`config.mk`:
```
export PLATFORM = sky130hd
export DESIGN_NAME = snax_hwpe_periph_regfile
export DESIGN_NICKNAME = d
export VERILOG_FILES = /design/src/rtl/snax_hwpe_periph_regfile.sv
export SDC_FILE = /design/constraint.sdc
export NUM_CORES = 1
export LEC_CHECK = 0
export BUFFER_PORTS_ARGS = -buffer_cell sky130_fd_sc_hd__buf_2
export CAP_MARGIN = 25
export CORE_MARGIN = 5
export CORE_UTILIZATION = 54
export DETAILED_ROUTE_END_ITERATION = 6
export GPL_ROUTABILITY_DRIVEN = 1
export PLACE_DENSITY = 0.79
export SLEW_MARGIN = 20
export SYNTH_ARGS = -nofsm -noshare
export SYNTH_HDL_FRONTEND = slang
export SYNTH_SLANG_ARGS = --single-unit
```
`constraint.sdc`:
```
create_clock -name clk_i -period 3.15 [get_ports clk_i]
set_input_delay 0.315 -clock clk_i [delete_from_list [all_inputs] [get_ports clk_i]]
set_output_delay 0.315 -clock clk_i [all_outputs]
set_load 0.03 [all_outputs]
```
`src/rtl/snax_hwpe_periph_regfile.sv`:
```
// -----------------------------------------------------------------------------
// snax_hwpe_periph_regfile
//
// Slave end of the 32-bit HWPE periph bus. Holds the accelerator job
// configuration registers, runs the job FSM (IDLE -> START -> RUNNING) and
// answers every granted access with a one-cycle response carrying the id.
//
// Optional feature macro: SNAX_HWPE_PERIPH_PERF_EN
//   defined   : PERF (word offset 0x0C) is a 32-bit busy-cycle counter
//   undefined : PERF reads 0 and no counter flops are built
//
// Ports
//   clk_i, rst_ni        clock, asynchronous active-low reset
//   periph_req_i         request, held until granted
//   periph_gnt_o         grant (combinational)
//   periph_add_i         byte address, word index = add[31:2]
//   periph_wen_i         1 = read, 0 = write
//   periph_be_i          byte enables (writes)
//   periph_data_i        write data
//   periph_id_i          transaction id
//   periph_r_data_o      read data (0 for write responses)
//   periph_r_valid_o     response valid, one cycle after the grant
//   periph_r_id_o        id echoed with the response
//   cfg_o                flattened config registers, reg0 in the LSBs
//   start_o              one-cycle job start pulse (state START)
//   clear_o              one-cycle datapath clear pulse
//   done_i               datapath job-complete pulse
//   evt_o                one-cycle completion event
//
// Register map (byte offsets)
//   0x00 TRIGGER    WO   0x04 STATUS RO   0x08 SOFT_CLEAR WO   0x0C PERF RO
//   0x10 + 4*i      CFG i RW (per-byte)
// -----------------------------------------------------------------------------
`timescale 1ns/1ps

module snax_hwpe_periph_regfile #(
  parameter int unsigned NumRegs      = 8,
  parameter int unsigned IdWidth      = 5,
  parameter int unsigned DoneCntWidth = 8
) (
  input  logic                    clk_i,
  input  logic                    rst_ni,
  input  logic                    periph_req_i,
  output logic                    periph_gnt_o,
  input  logic [31:0]             periph_add_i,
  input  logic                    periph_wen_i,
  input  logic [3:0]              periph_be_i,
  input  logic [31:0]             periph_data_i,
  input  logic [IdWidth-1:0]      periph_id_i,
  output logic [31:0]             periph_r_data_o,
  output logic                    periph_r_valid_o,
  output logic [IdWidth-1:0]      periph_r_id_o,
  output logic [NumRegs*32-1:0]   cfg_o,
  output logic                    start_o,
  output logic                    clear_o,
  input  logic                    done_i,
  output logic                    evt_o
);

  typedef enum logic [1:0] {
    IDLE    = 2'd0,
    START   = 2'd1,
    RUNNING = 2'd2
  } state_e;

  localparam logic [29:0] IdxTrigger = 30'd0;
  localparam logic [29:0] IdxStatus  = 30'd1;
  localparam logic [29:0] IdxClear   = 30'd2;
  localparam logic [29:0] IdxPerf    = 30'd3;
  localparam logic [29:0] IdxCfgBase = 30'd4;

  state_e                  state_reg, state_next;
  logic                    busy;
  logic                    start;

  logic                    rsp_pend_reg;
  logic [31:0]             r_data_reg;
  logic [IdWidth-1:0]      r_id_reg;
  logic                    evt_reg;
  logic                    clear_reg;
  logic                    err_reg;
  logic [DoneCntWidth-1:0] done_cnt_reg;

  logic [29:0]             word_idx;
  logic                    unused_addr_lsb;
  logic                    gnt;
  logic                    wr_acc, rd_acc, be_any;
  logic                    is_trigger, is_status, is_clear, is_perf, is_cfg;
  logic [NumRegs-1:0]      cfg_hit;
  logic [31:0]             cfg_word [NumRegs];
  logic                    soft_clear, trig_hit, trig_ok, trig_rej;
  logic                    cfg_wr_ok, cfg_rej, done_hit;
  logic [31:0]             status_word, perf_val, rd_val;

  // ---------------------------------------------------------------------------
  // Bus decode and handshake
  // ---------------------------------------------------------------------------
  assign word_idx        = periph_add_i[31:2];
  assign unused_addr_lsb = ^periph_add_i[1:0];

  // The response slot occupies the cycle after a grant, so no grant then.
  assign gnt          = periph_req_i & ~rsp_pend_reg;
  assign periph_gnt_o = gnt;

  assign wr_acc = gnt & ~periph_wen_i;
  assign rd_acc = gnt &  periph_wen_i;
  assign be_any = |periph_be_i;

  assign is_trigger = (word_idx == IdxTrigger);
  assign is_status  = (word_idx == IdxStatus);
  assign is_clear   = (word_idx == IdxClear);
  assign is_perf    = (word_idx == IdxPerf);
  assign is_cfg     = |cfg_hit;

  assign soft_clear = wr_acc & is_clear & be_any;
  assign trig_hit   = wr_acc & is_trigger & be_any;
  assign trig_ok    = trig_hit & ~busy;
  assign trig_rej   = trig_hit &  busy;
  assign cfg_wr_ok  = wr_acc & is_cfg & be_any & ~busy;
  assign cfg_rej    = wr_acc & is_cfg & be_any &  busy;
  // A soft clear wins over a completion arriving in the same cycle.
  assign done_hit   = done_i & (state_reg == RUNNING) & ~soft_clear;

  // ---------------------------------------------------------------------------
  // Configuration registers
  // ---------------------------------------------------------------------------
  genvar gi;
  generate
    for (gi = 0; gi < NumRegs; gi++) begin : g_cfg
      logic [31:0] data_reg;

      assign cfg_hit[gi] = (word_idx == IdxCfgBase + 30'(gi));

      always_ff @(posedge clk_i or negedge rst_ni) begin
        if (!rst_ni) begin
          data_reg <= '0;
        end else if (soft_clear) begin
          data_reg <= '0;
        end else if (cfg_wr_ok && cfg_hit[gi]) begin
          for (int b = 0; b < 4; b++) begin
            if (periph_be_i[b]) begin
              data_reg[8*b +: 8] <= periph_data_i[8*b +: 8];
            end
          end
        end
      end

      assign cfg_word[gi]        = data_reg;
      assign cfg_o[gi*32 +: 32]  = data_reg;
    end
  endgenerate

  // ---------------------------------------------------------------------------
  // Job FSM: state register / next state / outputs
  // ---------------------------------------------------------------------------
  always_ff @(posedge clk_i or negedge rst_ni) begin
    if (!rst_ni) begin
      state_reg <= IDLE;
    end else begin
      state_reg <= state_next;
    end
  end

  always_comb begin
    state_next = state_reg;
    case (state_reg)
      IDLE:    if (trig_ok) state_next = START;
      START:   state_next = RUNNING;
      RUNNING: if (done_i) state_next = IDLE;
      default: state_next = IDLE;
    endcase
    if (soft_clear) state_next = IDLE;
  end

  always_comb begin
    start = 1'b0;
    busy  = 1'b0;
    case (state_reg)
      START:   begin start = 1'b1; busy = 1'b1; end
      RUNNING: busy = 1'b1;
      default: ;
    endcase
  end

  assign start_o = start;

  // ---------------------------------------------------------------------------
  // Status bookkeeping and pulses
  // ---------------------------------------------------------------------------
  always_ff @(posedge clk_i or negedge rst_ni) begin
    if (!rst_ni) begin
      err_reg      <= 1'b0;
      done_cnt_reg <= '0;
      evt_reg      <= 1'b0;
      clear_reg    <= 1'b0;
    end else begin
      evt_reg   <= done_hit;
      clear_reg <= soft_clear;
      if (soft_clear) begin
        err_reg      <= 1'b0;
        done_cnt_reg <= '0;
      end else begin
        if (trig_rej || cfg_rej) err_reg <= 1'b1;
        if (done_hit) done_cnt_reg <= done_cnt_reg + 1'b1;
      end
    end
  end

  assign evt_o   = evt_reg;
  assign clear_o = clear_reg;

`ifdef SNAX_HWPE_PERIPH_PERF_EN
  logic [31:0] perf_reg;

  // Restarts on an accepted trigger, counts every busy cycle, then holds.
  always_ff @(posedge clk_i or negedge rst_ni) begin
    if (!rst_ni) begin
      perf_reg <= '0;
    end else if (soft_clear || trig_ok) begin
      perf_reg <= '0;
    end else if (busy) begin
      perf_reg <= perf_reg + 32'd1;
    end
  end

  assign perf_val = perf_reg;
`else
  assign perf_val = '0;
`endif

  // ---------------------------------------------------------------------------
  // Read mux and response
  // ---------------------------------------------------------------------------
  always_comb begin
    status_word                    = '0;
    status_word[0]                 = busy;
    status_word[1]                 = err_reg;
    status_word[8 +: DoneCntWidth] = done_cnt_reg;
  end

  always_comb begin
    rd_val = '0;
    if (is_status) rd_val = status_word;
    if (is_perf)   rd_val = perf_val;
    for (int i = 0; i < NumRegs; i++) begin
      if (cfg_hit[i]) rd_val = cfg_word[i];
    end
  end

  always_ff @(posedge clk_i or negedge rst_ni) begin
    if (!rst_ni) begin
      rsp_pend_reg <= 1'b0;
      r_data_reg   <= '0;
      r_id_reg     <= '0;
    end else begin
      rsp_pend_reg <= gnt;
      r_data_reg   <= rd_acc ? rd_val : 32'd0;
      r_id_reg     <= gnt ? periph_id_i : '0;
    end
  end

  assign periph_r_valid_o = rsp_pend_reg;
  assign periph_r_data_o  = r_data_reg;
  assign periph_r_id_o    = r_id_reg;

endmodule

```
Word level (Yosys, flattened, before mapping)
Cells that the tools add are included.

storage, ports and cells
  register bits = 307
  bits in latches = 0
  bits in writable memories = 0
  memory bits (read-only) = 0
  word-level logic and storage cells = 178
  memories = 0

operators by class
  $add $sub $neg = 1
  $mul = 0
  divide/modulo/power cells = 0
  magnitude comparators = 0
  eq/ne operators = 15
  shift-type cells = 0
  muxes and demuxes = 42
  bitwise gates (word level) = 19
  reduce and logical (&&, ||, !) cells = 61

operators with widths
  kind                                                              number
  32-bit two-way mux                                                26
  30-bit by 3-bit == test with 1-bit output, second input constant  4
  30-bit by 4-bit == test with 1-bit output, second input constant  4
  2-bit AND reduction                                               33
  30-bit by 2-bit == test with 1-bit output, second input constant  2
  8-bit two-way mux                                                 6
  30-bit by 1-bit == test with 1-bit output, second input constant  1
  30-bit logical NOT                                                1
  2-bit nonzero test                                                14
  16-bit two-way mux                                                1
  1-bit AND                                                         15
  8-bit by 1-bit adder with 8-bit output, second input constant     1
  1-bit logical AND                                                 8
  8-bit OR reduction                                                1
  2-bit two-way mux                                                 3
  3-bit != test, second input constant                              2
  2-bit one-hot mux with 3 select lines                             1
  5-bit two-way mux                                                 1
  1-bit two-way mux                                                 4
  1-bit NOT                                                         4
  4-bit OR reduction                                                1
  2-bit by 1-bit == test with 1-bit output, second input constant   1
  2-bit == test, second input constant                              1
  2-bit logical NOT                                                 1
  other kinds (2)                                                   2

Longest topological paths before layout
Gate-level depths: netlist (run 1).

  depth after elaboration = 14
  gate-level depth with buffers = 10

Worst setup path after synthesis (run 1)
Ideal clock, no wire load.

  kind = in2reg
  start point = input port periph_add_i[11]
  end point = register g_cfg[5].data_reg[22]
  data arrival time = 2.646 ns
  path slack = 0.383 ns
  stages = 9
  path buffers = 3
  path through = or4_4 buf_6 or3_4 buf_6 buf_12 nor4_4 nand3_4 mux2i_1 nor2_1

between the ends
  longest elaborated chain between the ends = 8
  elaborated cells on any way between the ends = 20

RTL lines
  item                                                                                                    RTL line  source
  from (decl)                                                                                             45        input logic [31:0] periph_add_i,
  30-bit by 3-bit == test with 1-bit output or 30-bit by 4-bit == test with 1-bit output (tied branches)  132       assign cfg_hit[gi] = (word_idx == IdxCfgBase + 30'(gi));
  8-bit OR reduction                                                                                      113       assign is_cfg = |cfg_hit;
  1-bit AND (3 in a row)                                                                                  119       assign cfg_wr_ok = wr_acc & is_cfg & be_any & ~busy;
  1-bit logical AND                                                                                       139       end else if (cfg_wr_ok && cfg_hit[gi]) begin
  2-bit nonzero test (no line)                                                                            n/a
  2-bit AND reduction (no line)                                                                           n/a
  to (signal, indexed assignment)                                                                         142       data_reg[8*b +: 8] <= periph_data_i[8*b +: 8];
  to (decl)                                                                                               130       logic [31:0] data_reg;

Parallel ways exist; a longest one is shown, timed or not.
A chain may end at the register's enable or synchronous reset.

Final worst setup path (run 1)
  start point = input port periph_add_i[14]
  end point = register g_cfg[2].data_reg[27]

between the ends
  longest elaborated chain between the ends = 8
  elaborated cells on any way between the ends = 20

RTL lines
  item                                                                                                    RTL line
  30-bit by 3-bit == test with 1-bit output or 30-bit by 4-bit == test with 1-bit output (tied branches)  132
  8-bit OR reduction                                                                                      113
  1-bit AND (3 in a row)                                                                                  119
  1-bit logical AND                                                                                       139
  2-bit nonzero test (no line)                                                                            n/a
  2-bit AND reduction (no line)                                                                           n/a
  to (signal, indexed assignment)                                                                         142
  to (decl)                                                                                               130

Parallel ways exist; a longest one is shown, timed or not.

==> flow_metrics.tcl, run 1 <==
set metrics [dict create \
    hold_depth 2 \
    min_period_ns 2.60 \
    cp_cell_sequence "buf_2 -> or4_1 -> or3_4 -> nor4b_4 -> buf_12 -> nand3_2 -> mux2i_1 -> nor2_1" \
    drtPass1Iterations 5 \
    cap_viol_max_count 0 \
    cp_data_required_time_ns 3.54 \
    crit_fanout 32 \
    cts_tree "yes" \
    synth_largest_area_cell "dfrtp_1" \
    cp_top_family "simple AND/OR/NAND/NOR gates" \
    slowest_delay_ns 0.62 \
    wl_mm 48.9 \
    routedWlPerCell_um 23.7 \
    min-delay-start "periph_id_i[3]" \
    reg2reg_depth 8 \
    clk_pin_slew_worst_paths_ns 0.06 \
    start_util_pct 54.3 \
    cts_sinks 307 \
    die_area_um2 31200 \
    grt_pass1_vias 12300 \
    leakagePower_uw 0.0114 \
    numCtsBuffers 35 \
    fin_util_pct 67.4 \
    mappedNetlistArea_um2 15000 \
    r2r_end "g_cfg[2].data_reg[27]$_DFFE_PN0P_" \
    drt-initial-drc-count 1196 \
    num-fill-cells 2092 \
    slew_violations 0 \
    num_rows 61 \
    critical_path.slowest_cell "or4_1" \
    grt_use_met3_pct 6.45 \
    p_per_area_nw_per_um2 455 \
    grt_use_total_pct 30.6 \
    grt_pass1_wl_mm 74.1 \
    synth_warnings 0 \
    worst_clock_skew_ns 0.0144 \
    drc 0 \
    seqCellArea_um2 7680 \
    r2r_setup_slack_ns 0.66 \
    start_kind "input port" \
    hp-class "input port to register" \
    place.gp.congestion 0.865 \
    multi_input_area_um2 6810 \
    vias 12400 \
    critPathKind "input port to register" \
    yosys.cell_count.top_type "dfrtp_1" \
    synth.distinct_cells 53 \
    dp_cells 2002 \
    drive_gt1_share_pct 33.3 \
    synthesis.nets 1390 \
    cp.depth 8 \
    drtAntennaViolNets 0 \
    yosys.area.top_type_share_pct 51.2 \
    cp.arrival_ns 2.98 \
    tightestPinTransition_ns 0.573 \
    r2r-start "state_reg[0]$_DFFE_PN0P_" \
    synth_flop_cell "dfrtp_1" \
    synth_edf_count 0 \
    grt_antenna_before_repair 4 \
    cts_root_buf "clkbuf_16" \
    hold_end "periph_r_id_o[3]$_DFF_PN0_" \
    relSlewSlack_pct 61.8 \
    core-area_um2 27600 \
    synth-seq-cells 307 \
    grt_max_degree 82 \
    synthTopCellsByArea "dfrtp_1 (51%), mux2i_1 (18%), nor2_1 (6.8%), nand3_4 (3.5%), mux4_2 (3.2%)" \
    finalSetupTns_ns 0 \
    io_buffers 373 \
    place_hpwl_mm 33.4 \
    yosysSeqAreaShare_pct 51.2 \
    die_width_um 177 \
    instances_no_fill 2066 \
    h-tree-depth 2 \
    io-pin-count 376 \
    ir_drop_mv 0.356 \
    synthCells 1307 \
    avgViaCountPerCell 5.99 \
    gr-total-overflow 0 \
    use_met2_pct 48.8 \
    rsz0062_at_grt "false" \
    dieHeight_um 177 \
    synthArstFlopShare_pct 100 \
    fin_crit_sh_pct 82.5 \
    top_usage_layer "met2" \
    clk_latency_ns 0.51 \
    hold_viol 0 \
    timing.fmax_mhz 385 \
    critPathCaptureType "register" \
    yosys-top-cells-count "dfrtp_1 (307), nor2_1 (273), mux2i_1 (270)" \
    status "finished clean" \
    largest_reg_flops 256 \
    finalSetupViolCount 0 \
    cp_num_buf_inv 2 \
    area_delta_synth_final_pct 24.2 \
    cts.path.max_buffers 3 \
    grt_util_met1_pct 41.1 \
    synth_area_per_cell_um2 11.5 \
    nNetsFinal 1745 \
]
[metal layers]
metal,share of wire [%],wire length (um)
met3,8.8,4290
met1,39,19200
met2,47,23200
met4,4.4,2170
met5,0.051,25
[metrics by stage]
step | setup slack (ns) | total power (uW) | hold slack (ns) | instance area [um2]
after floorplan | 0.383 | 4190 | 0.0194 | 15000
after global placement | 0.113 | 4370 | 0.324 | 17400
after detailed placement | 0.0667 | 4370 | 0.320 | 17400
after CTS | 0.570 | 8520 | 0.0119 | 18600
after global routing | 0.440 | 8720 | 0.0150 | 18600
final | 0.551 | 8480 | 0.0227 | 18600
[cell families after synthesis]
| group | Yosys count | share of synthesized area (%) |
|---|---|---|
| fa+ha+maj | 5 | 0.417 |
| buf+inv | 118 | 3.60 |
| simple gates | 394 | 14.7 |
| mux | 299 | 21.8 |
| flops | 307 | 51.2 |
| compound gates | 177 | 7.84 |
| xor+xnor | 7 | 0.409 |
[cell type report]
cell class	instances	area share [%]
Timing Repair Buffer	427	13.1
Clock inverter	8	0.631
Sequential cell	307	41.2
Clock buffer	53	5.72
Multi-Input combinational cell	882	36.6
Tap cell	378	2.54
Antenna cell	2	0.0269
Inverter	9	0.181
[worst reg2reg max path, delay by kind of cell, from the launching register on]
family                     cells  cell delay, ns
DFF                            1            0.37
and+or+nand+nor                3            0.74
AOI/OAI and AO/OA              1            0.15
muxes                          1            0.33
adders and majority gates      1            0.36
buffers and inverters          2            0.44
[cells in the final DEF (no fill, tap or decap), drive strengths merged, types with 2 or more instances in the layout]
cell type / instances
nor2b: 5
a21oi: 39
inv: 9
clkinv: 4
diode: 2
and2: 7
a221o: 18
ha: 5
nand2b: 6
a31oi: 5
bufinv: 3
mux2: 8
nand4: 3
a211o: 4
and3: 3
o221ai: 22
clkbuf: 53
a32oi: 6
mux2i: 270
mux4: 21
or3: 2
xor2: 5
o21ai: 55
a211oi: 5
nand3: 35
xnor2: 2
a22oi: 6
buf: 426
or2: 2
o2bb2ai: 6
o22ai: 7
nor3: 9
nand2: 24
a221oi: 2
or4: 5
nor4: 16
nor2: 273
dfrtp: 307
[worst max path at each step]
stage / from / to / slack [ns]
floorplan: periph_add_i[11] / g_cfg[5].data_reg[22]$_DFFE_PN0P_ / 0.38
global placement: periph_add_i[14] / g_cfg[2].data_reg[27]$_DFFE_PN0P_ / 0.11
detailed placement: periph_add_i[14] / g_cfg[2].data_reg[24]$_DFFE_PN0P_ / 0.07
CTS: periph_add_i[14] / g_cfg[2].data_reg[27]$_DFFE_PN0P_ / 0.57
global route: periph_add_i[14] / g_cfg[2].data_reg[18]$_DFFE_PN0P_ / 0.44
finish: periph_add_i[14] / g_cfg[2].data_reg[27]$_DFFE_PN0P_ / 0.55
[where the power goes]
part	total, uW	internal [uW]	switching (uW)
clock network	4170	2580	1590
logic	356	98.7	257
registers	3950	3950	0.943
[what timing repair did]
action	4_1_cts	5_1_grt
setup endpoints to repair	0	0
resized for setup	0	0
setup buffers	0	0
endpoints found under the hold margin	64	0
hold buffers	1	0
(Power assumes the default switching activity.)
==> inputs of run 2 (changes only) <==
--- a/config.mk
+++ b/config.mk
@@ -8,10 +8,10 @@
 export BUFFER_PORTS_ARGS = -buffer_cell sky130_fd_sc_hd__buf_2
 export CAP_MARGIN = 25
 export CORE_MARGIN = 5
-export CORE_UTILIZATION = 54
+export CORE_UTILIZATION = 49
 export DETAILED_ROUTE_END_ITERATION = 6
 export GPL_ROUTABILITY_DRIVEN = 1
-export PLACE_DENSITY = 0.79
+export PLACE_DENSITY = 0.75
 export SLEW_MARGIN = 20
 export SYNTH_ARGS = -nofsm -noshare
 export SYNTH_HDL_FRONTEND = slang
==> constraint.sdc (replaced) <==
create_clock -name clk_i -period 2.19 [get_ports clk_i]
set_input_delay 0.219 -clock clk_i [delete_from_list [all_inputs] [get_ports clk_i]]
set_output_delay 0.219 -clock clk_i [all_outputs]
set_load 0.03 [all_outputs]
==> run 2 against run 1 <==
Effect of this change:
- hold slack improved by 0.058 ns
- highest routed layer unchanged
- routed wire length rose by 4.8%
- critical path depth rose by 1
- clock power rose by 44%
- largest power group unchanged
- sequential share of layout area fell by 2.0 points
- sequential power rose by 44%
- via count rose by 2.1%
- cell area rose by 5.0%
- clock skew fell by 0.00057 ns
- critical path type unchanged
==> flow_metrics.tcl, run 2 (same netlist as run 1, synthesis figures left out) <==
set metrics [dict create \
    io-pin-count 376 \
    tightestPinTransition_ns 0.602 \
    mostFrequentLayoutCells "buf_2 (370), dfrtp_1 (307), nor2_1 (273), mux2i_1 (266), buf_4 (80)" \
    cts_sinks 307 \
    fin_crit_sh_pct 98.9 \
    avgViaCountPerCell 5.87 \
    area_delta_synth_final_pct 30.4 \
    vias 12600 \
    hold_viol 0 \
    rsz0062_at_grt "true" \
    cp_cell_sequence "buf_2 -> or4_4 -> or2_4 -> or4_1 -> nor2_1 -> and3_4 -> buf_12 -> buf_12 -> nor2_1" \
    reg2reg_depth 9 \
    num-fill-cells 2386 \
    cts_tree "yes" \
    seqCellArea_um2 7680 \
    r2r_setup_slack_ns 0.06 \
    cts.path.max_buffers 3 \
    finalSetupViolCount 0 \
    relSlewSlack_pct 59.5 \
    final_cell_area_um2 19600 \
    status "finished clean" \
    cts_root_buf "clkbuf_16" \
    drtAntennaViolNets 0 \
    critical_path.slowest_cell "or4_4" \
    slew_violations 0 \
    crit_fanout 33 \
    critPathKind "input port to register" \
    ir_drop_mv 0.498 \
    grt_use_total_pct 29.4 \
    dp_cells 2076 \
    clk_latency_ns 0.51 \
    drt-initial-drc-count 970 \
    largest_reg_flops 256 \
    grt_antenna_before_repair 2 \
    finalSetupTns_ns 0 \
    core-area_um2 30400 \
    p_per_area_nw_per_um2 627 \
    r2r-start "state_reg[1]$_DFFE_PN0P_" \
    slowest_delay_ns 0.57 \
    numCtsBuffers 35 \
    timing.fmax_mhz 462 \
    worst_clock_skew_ns 0.0139 \
    min-delay-start "periph_data_i[14]" \
    cp.arrival_ns 2.55 \
    nNetsFinal 1814 \
    clk_pin_slew_worst_paths_ns 0.06 \
    critPathCaptureType "register" \
    gr-total-overflow 0 \
    cp.depth 9 \
    instances_no_fill 2153 \
    cp_num_buf_inv 3 \
    drtPass1Iterations 6 \
    grt_pass1_wl_mm 78.3 \
    min_period_ns 2.17 \
    multi_input_area_um2 6900 \
    cp_data_required_time_ns 2.57 \
    grt_pass1_vias 13100 \
    start_util_pct 49.3 \
    io_buffers 373 \
    hold_depth 3 \
    drive_gt1_share_pct 36.6 \
    final_common_cell "buf_2" \
    wl_mm 51.2 \
    post_dp_cell_area_um2 18100 \
    num_rows 64 \
    drc 0 \
    dieHeight_um 185 \
    grt_max_degree 55 \
    r2r_end "g_cfg[4].data_reg[0]$_DFFE_PN0P_" \
    hold_end "g_cfg[7].data_reg[14]$_DFFE_PN0P_" \
    cap_viol_max_count 0 \
    place_hpwl_mm 36.5 \
    die_width_um 185 \
    die_area_um2 34200 \
    leakagePower_uw 0.0118 \
    routedWlPerCell_um 23.8 \
    h-tree-depth 2 \
    hp-class "input port to register" \
    cp_top_family "simple AND/OR/NAND/NOR gates" \
    start_kind "input port" \
    place.gp.congestion 0.872 \
]
## run 2: cell types whose count changed in the layout (fill, tap and decap cells not counted), sizes merged
cell and delta:
buf +62, bufinv -1, clkbuf -1, clkinv +3
clkinvlp -1, dlygate4sd3 +6, inv +1
## run 2: layout make-up
cell class	instances	share of cell area, %
Sequential cell	307	39.3
Multi-Input combinational cell	882	35.3
Timing Repair Buffer	496	16.6
Antenna cell	2	0.0256
Tap cell	396	2.53
Clock buffer	51	5.57
Clock inverter	10	0.531
Inverter	9	0.173
## run 2: worst max path at each step
stage                                from                           endpoint  slack [ns]
6_report                 periph_add_i[16]   g_cfg[3].data_reg[9]$_DFFE_PN0P_        0.02
5_1_grt          state_reg[1]$_DFFE_PN0P_   g_cfg[4].data_reg[0]$_DFFE_PN0P_       -0.07
4_1_cts        periph_r_valid_o$_DFF_PN0_   g_cfg[3].data_reg[9]$_DFFE_PN0P_       0.008
3_5_place_dp             periph_add_i[16]       periph_r_data_o[8]$_DFF_PN0_       -0.68
3_3_place_gp             periph_add_i[16]       periph_r_data_o[8]$_DFF_PN0_       -0.69
2_1_floorplan            periph_add_i[11]  g_cfg[3].data_reg[29]$_DFFE_PN0P_       -0.44
## run 2: power by group
group / total, uW / internal [uW] / switching (uW)
Combinational: 566 / 179 / 387
Clock: 6010 / 3680 / 2330
Sequential: 5680 / 5680 / 1.76
Total: 12300 / 9530 / 2720
## run 2: stage by stage
stage               power [uW]  hold slack [ns]  util (%)  worst slack (ns)
detailed placement        6330            0.195      59.6            -0.679
global route             12600           0.0774      64.3           -0.0715
floorplan                 6020          -0.0766         -            -0.438
global placement          6320            0.190      59.6            -0.688
CTS                      12300           0.0550      63.9           0.00828
finish                   12300           0.0806      64.3            0.0242
## run 2: what timing repair did
item | 4_1_cts | 5_1_grt
pin swaps | 1 | 20
hold buffers | 7 | 0
gates cloned | 0 | 1
setup buffers | 1 | 5
resized for setup | 7 | 13
endpoints found under the setup margin | 257 | 240
hold endpoints to repair | 51 | 0
## run 2: worst min-delay path: cells and delay by family
family | cells | cell delay (ns)
buf+inv | 1 | 0.16
mux | 1 | 0.09
simple gates | 1 | 0.07
## run 2: metal layers
| metal | up-vias | share of wire [%] | global-route usage [%] |
|---|---|---|---|
| met5 | - | 0.025 | 0 |
| met4 | 2 | 3.2 | 9.51 |
| met3 | 126 | 8.6 | 6.72 |
| met2 | 653 | 48 | 48.3 |
| met1 | 6338 | 40 | 39.1 |
| li1 | 5515 | - | - |
==> inputs of run 3 (changes only) <==
--- a/config.mk
+++ b/config.mk
@@ -12,6 +12,7 @@
 export DETAILED_ROUTE_END_ITERATION = 6
 export GPL_ROUTABILITY_DRIVEN = 1
 export PLACE_DENSITY = 0.75
+export REMOVE_ABC_BUFFERS = 1
 export SLEW_MARGIN = 20
 export SYNTH_ARGS = -nofsm -noshare
 export SYNTH_HDL_FRONTEND = slang
==> run 3 against run 2 <==
Effect of this change:
- core utilization is 1.3 points higher
- critical endpoint is now g_cfg[2].data_reg[13]$_DFFE_PN0P_
- fmax shrank 4.7%
- non-clock buffer count increased by 21
- register-to-register slack got worse by 0.08 ns
- the run now ends with setup timing left
- sequential power barely moved
- clock power is 1% lower
==> flow_metrics.tcl, run 3 (same netlist as run 1, synthesis figures left out) <==
set metrics [dict create \
    status "finished with violations" \
    violations "setup timing" \
    p_comb_share_pct 4.7 \
    p_sw_share_pct 22.6 \
    hold_viol 0 \
    worst_clock_skew_ns 0.0212 \
    numCtsBuffers 35 \
    cp_data_required_time_ns 2.58 \
    min_period_ns 2.27 \
    start_kind "input port" \
    p_int_uw 9440 \
    dr.max_layer_used "met4" \
    wl_met2_mm 25.1 \
    grt_use_total_pct 29.0 \
    crit_start "periph_add_i[30]" \
    die_area_um2 34200 \
    largest_reg_flops 256 \
    pre_cts_ws_ns -0.568 \
    leakagePower_uw 0.0120 \
    seq_power_share_pct 46.6 \
    nNetsFinal 1835 \
    die_width_um 185 \
    multi_input_area_um2 6910 \
    grt_antenna_before_repair 1 \
    start_util_pct 49.3 \
    cts_sinks 307 \
    grt_pass1_wl_mm 77.0 \
    switchingPower_uw 2760 \
    io-pin-count 376 \
    drtPass1Iterations 6 \
    clkPwrFrac_pct 48.7 \
    cp.arrival_ns 2.66 \
    final_common_cell "buf_2" \
    fin_crit_sh_pct 104 \
    cts_tree "yes" \
    critPathKind "input port to register" \
    seqCellArea_um2 7680 \
    place.gp.congestion 0.877 \
    clk_pin_slew_worst_paths_ns 0.06 \
    area_delta_synth_final_pct 33.1 \
    drt-initial-drc-count 931 \
    dieHeight_um 185 \
    grt_pass1_vias 12900 \
    finalSetupViolCount 100 \
    r2r-start "state_reg[0]$_DFFE_PN0P_" \
    r2r_end "g_cfg[2].data_reg[13]$_DFFE_PN0P_" \
    gr-total-overflow 0 \
    num-fill-cells 2329 \
    core-area_um2 30400 \
    mostFrequentLayoutCells "buf_2 (368), dfrtp_1 (307), nor2_1 (272), mux2i_1 (264), buf_4 (83)" \
    r2r_setup_slack_ns -0.02 \
    tightestPinTransition_ns 0.660 \
    grt_max_degree 75 \
    drtAntennaViolNets 0 \
    p_per_area_nw_per_um2 611 \
    h-tree-depth 2 \
    drc 0 \
    crit_path_end "g_cfg[2].data_reg[13]$_DFFE_PN0P_" \
    hold_slack_ns 0.0642 \
    cts_root_buf "clkbuf_16" \
    hold_depth 3 \
    critPathCaptureType "register" \
    drive_gt1_share_pct 37.4 \
    rsz0062_at_grt "true" \
    cts.path.max_buffers 3 \
    clk_latency_ns 0.51 \
    cap_viol_max_count 0 \
    place_hpwl_mm 36.1 \
    wl_mm 52.6 \
    wl_met1_mm 20.2 \
    slew_violations 0 \
    reg2reg_depth 10 \
    crit_fanout 8 \
    vias 12800 \
    fin_ws_ns -0.0823 \
    relSlewSlack_pct 56.0 \
    dr_wl_met3_mm 4.88 \
    num_rows 64 \
    hp-class "input port to register" \
    timing.fmax_mhz 440 \
    io_buffers 373 \
    routedWlPerCell_um 24.2 \
    ir_drop_mv 0.523 \
    avgViaCountPerCell 5.91 \
]
-- run 3: cell types whose count changed in the layout (fill, tap and decap cells not counted), sizes merged --
| cell | previous run | this run |
|---|---|---|
| buf | 488 | 501 |
| clkbuf | 52 | 57 |
| clkinvlp | 0 | 2 |
| bufinv | 2 | 3 |
| diode | 2 | 3 |
| inv | 10 | 9 |
-- run 3: stage by stage --
step	setup TNS, ns	instances	cell area, um2	power (uW)	util [%]
4_1_cts	-0.000392	2149	19400	12200	63.8
5_1_grt	-4.85	2171	20000	12600	65.6
3_3_place_gp	-138.50	2082	18200	6320	59.8
3_5_place_dp	-147.71	2082	18200	6330	59.8
6_report	-1.90	2174	20000	12200	65.6
2_1_floorplan	-1435.08	1198	14500	5910	-
-- run 3: area by class of cell --
class / instances / share of cell area [%]
Clock buffer: 48 / 5.05
Clock inverter: 12 / 0.721
Tap cell: 396 / 2.48
Antenna cell: 3 / 0.0376
Timing Repair Buffer: 517 / 18.4
Sequential cell: 307 / 38.5
Multi-Input combinational cell: 882 / 34.6
Inverter: 9 / 0.169
-- run 3: what timing repair did --
action | 4_1_cts | 5_1_grt
pin swaps | 2 | 23
hold buffers | 7 | 0
gates cloned | 0 | 11
hold endpoints to repair | 70 | 0
endpoints found under the setup margin | 28 | 275
resized for setup | 3 | 40
setup buffers | 0 | 11
-- run 3: routing by layer --
| layer | global-route usage [%] | vias up |
|---|---|---|
| met5 | 0 | - |
| met4 | 11.7 | 0 |
| met3 | 7.19 | 168 |
| met2 | 46.9 | 712 |
| met1 | 37.7 | 6414 |
| li1 | - | 5546 |
-- run 3: power by group through the flow --
| stage | clock (uW) | combinational (uW) | sequential [uW] |
|---|---|---|---|
| finish | 5940 | 577 | 5680 |
| global route | 6260 | 627 | 5680 |
| CTS | 5990 | 566 | 5680 |
| detailed placement | 0 | 550 | 5780 |
| global placement | 0 | 542 | 5780 |
| floorplan | 0 | 109 | 5800 |
-- run 3: worst max-delay path: stages --
cell	delay (ns)
buf_6	0.09
or4_4	0.55
or3_4	0.47
nor4b_4	0.26
buf_4	0.18
buf_12	0.14
buf_12	0.13
nand3_4	0.25
mux2i_2	0.30
nor2_1	0.07
-- run 3: worst min-delay path by stage --
stage / startpoint / end
floorplan: rst_ni / clear_o$_DFF_PN0_
global placement: rst_ni / g_cfg[1].data_reg[14]$_DFFE_PN0P_
detailed placement: rst_ni / g_cfg[0].data_reg[14]$_DFFE_PN0P_
CTS: periph_data_i[30] / g_cfg[1].data_reg[30]$_DFFE_PN0P_
global route: periph_data_i[20] / g_cfg[2].data_reg[20]$_DFFE_PN0P_
finish: periph_data_i[24] / g_cfg[6].data_reg[24]$_DFFE_PN0P_
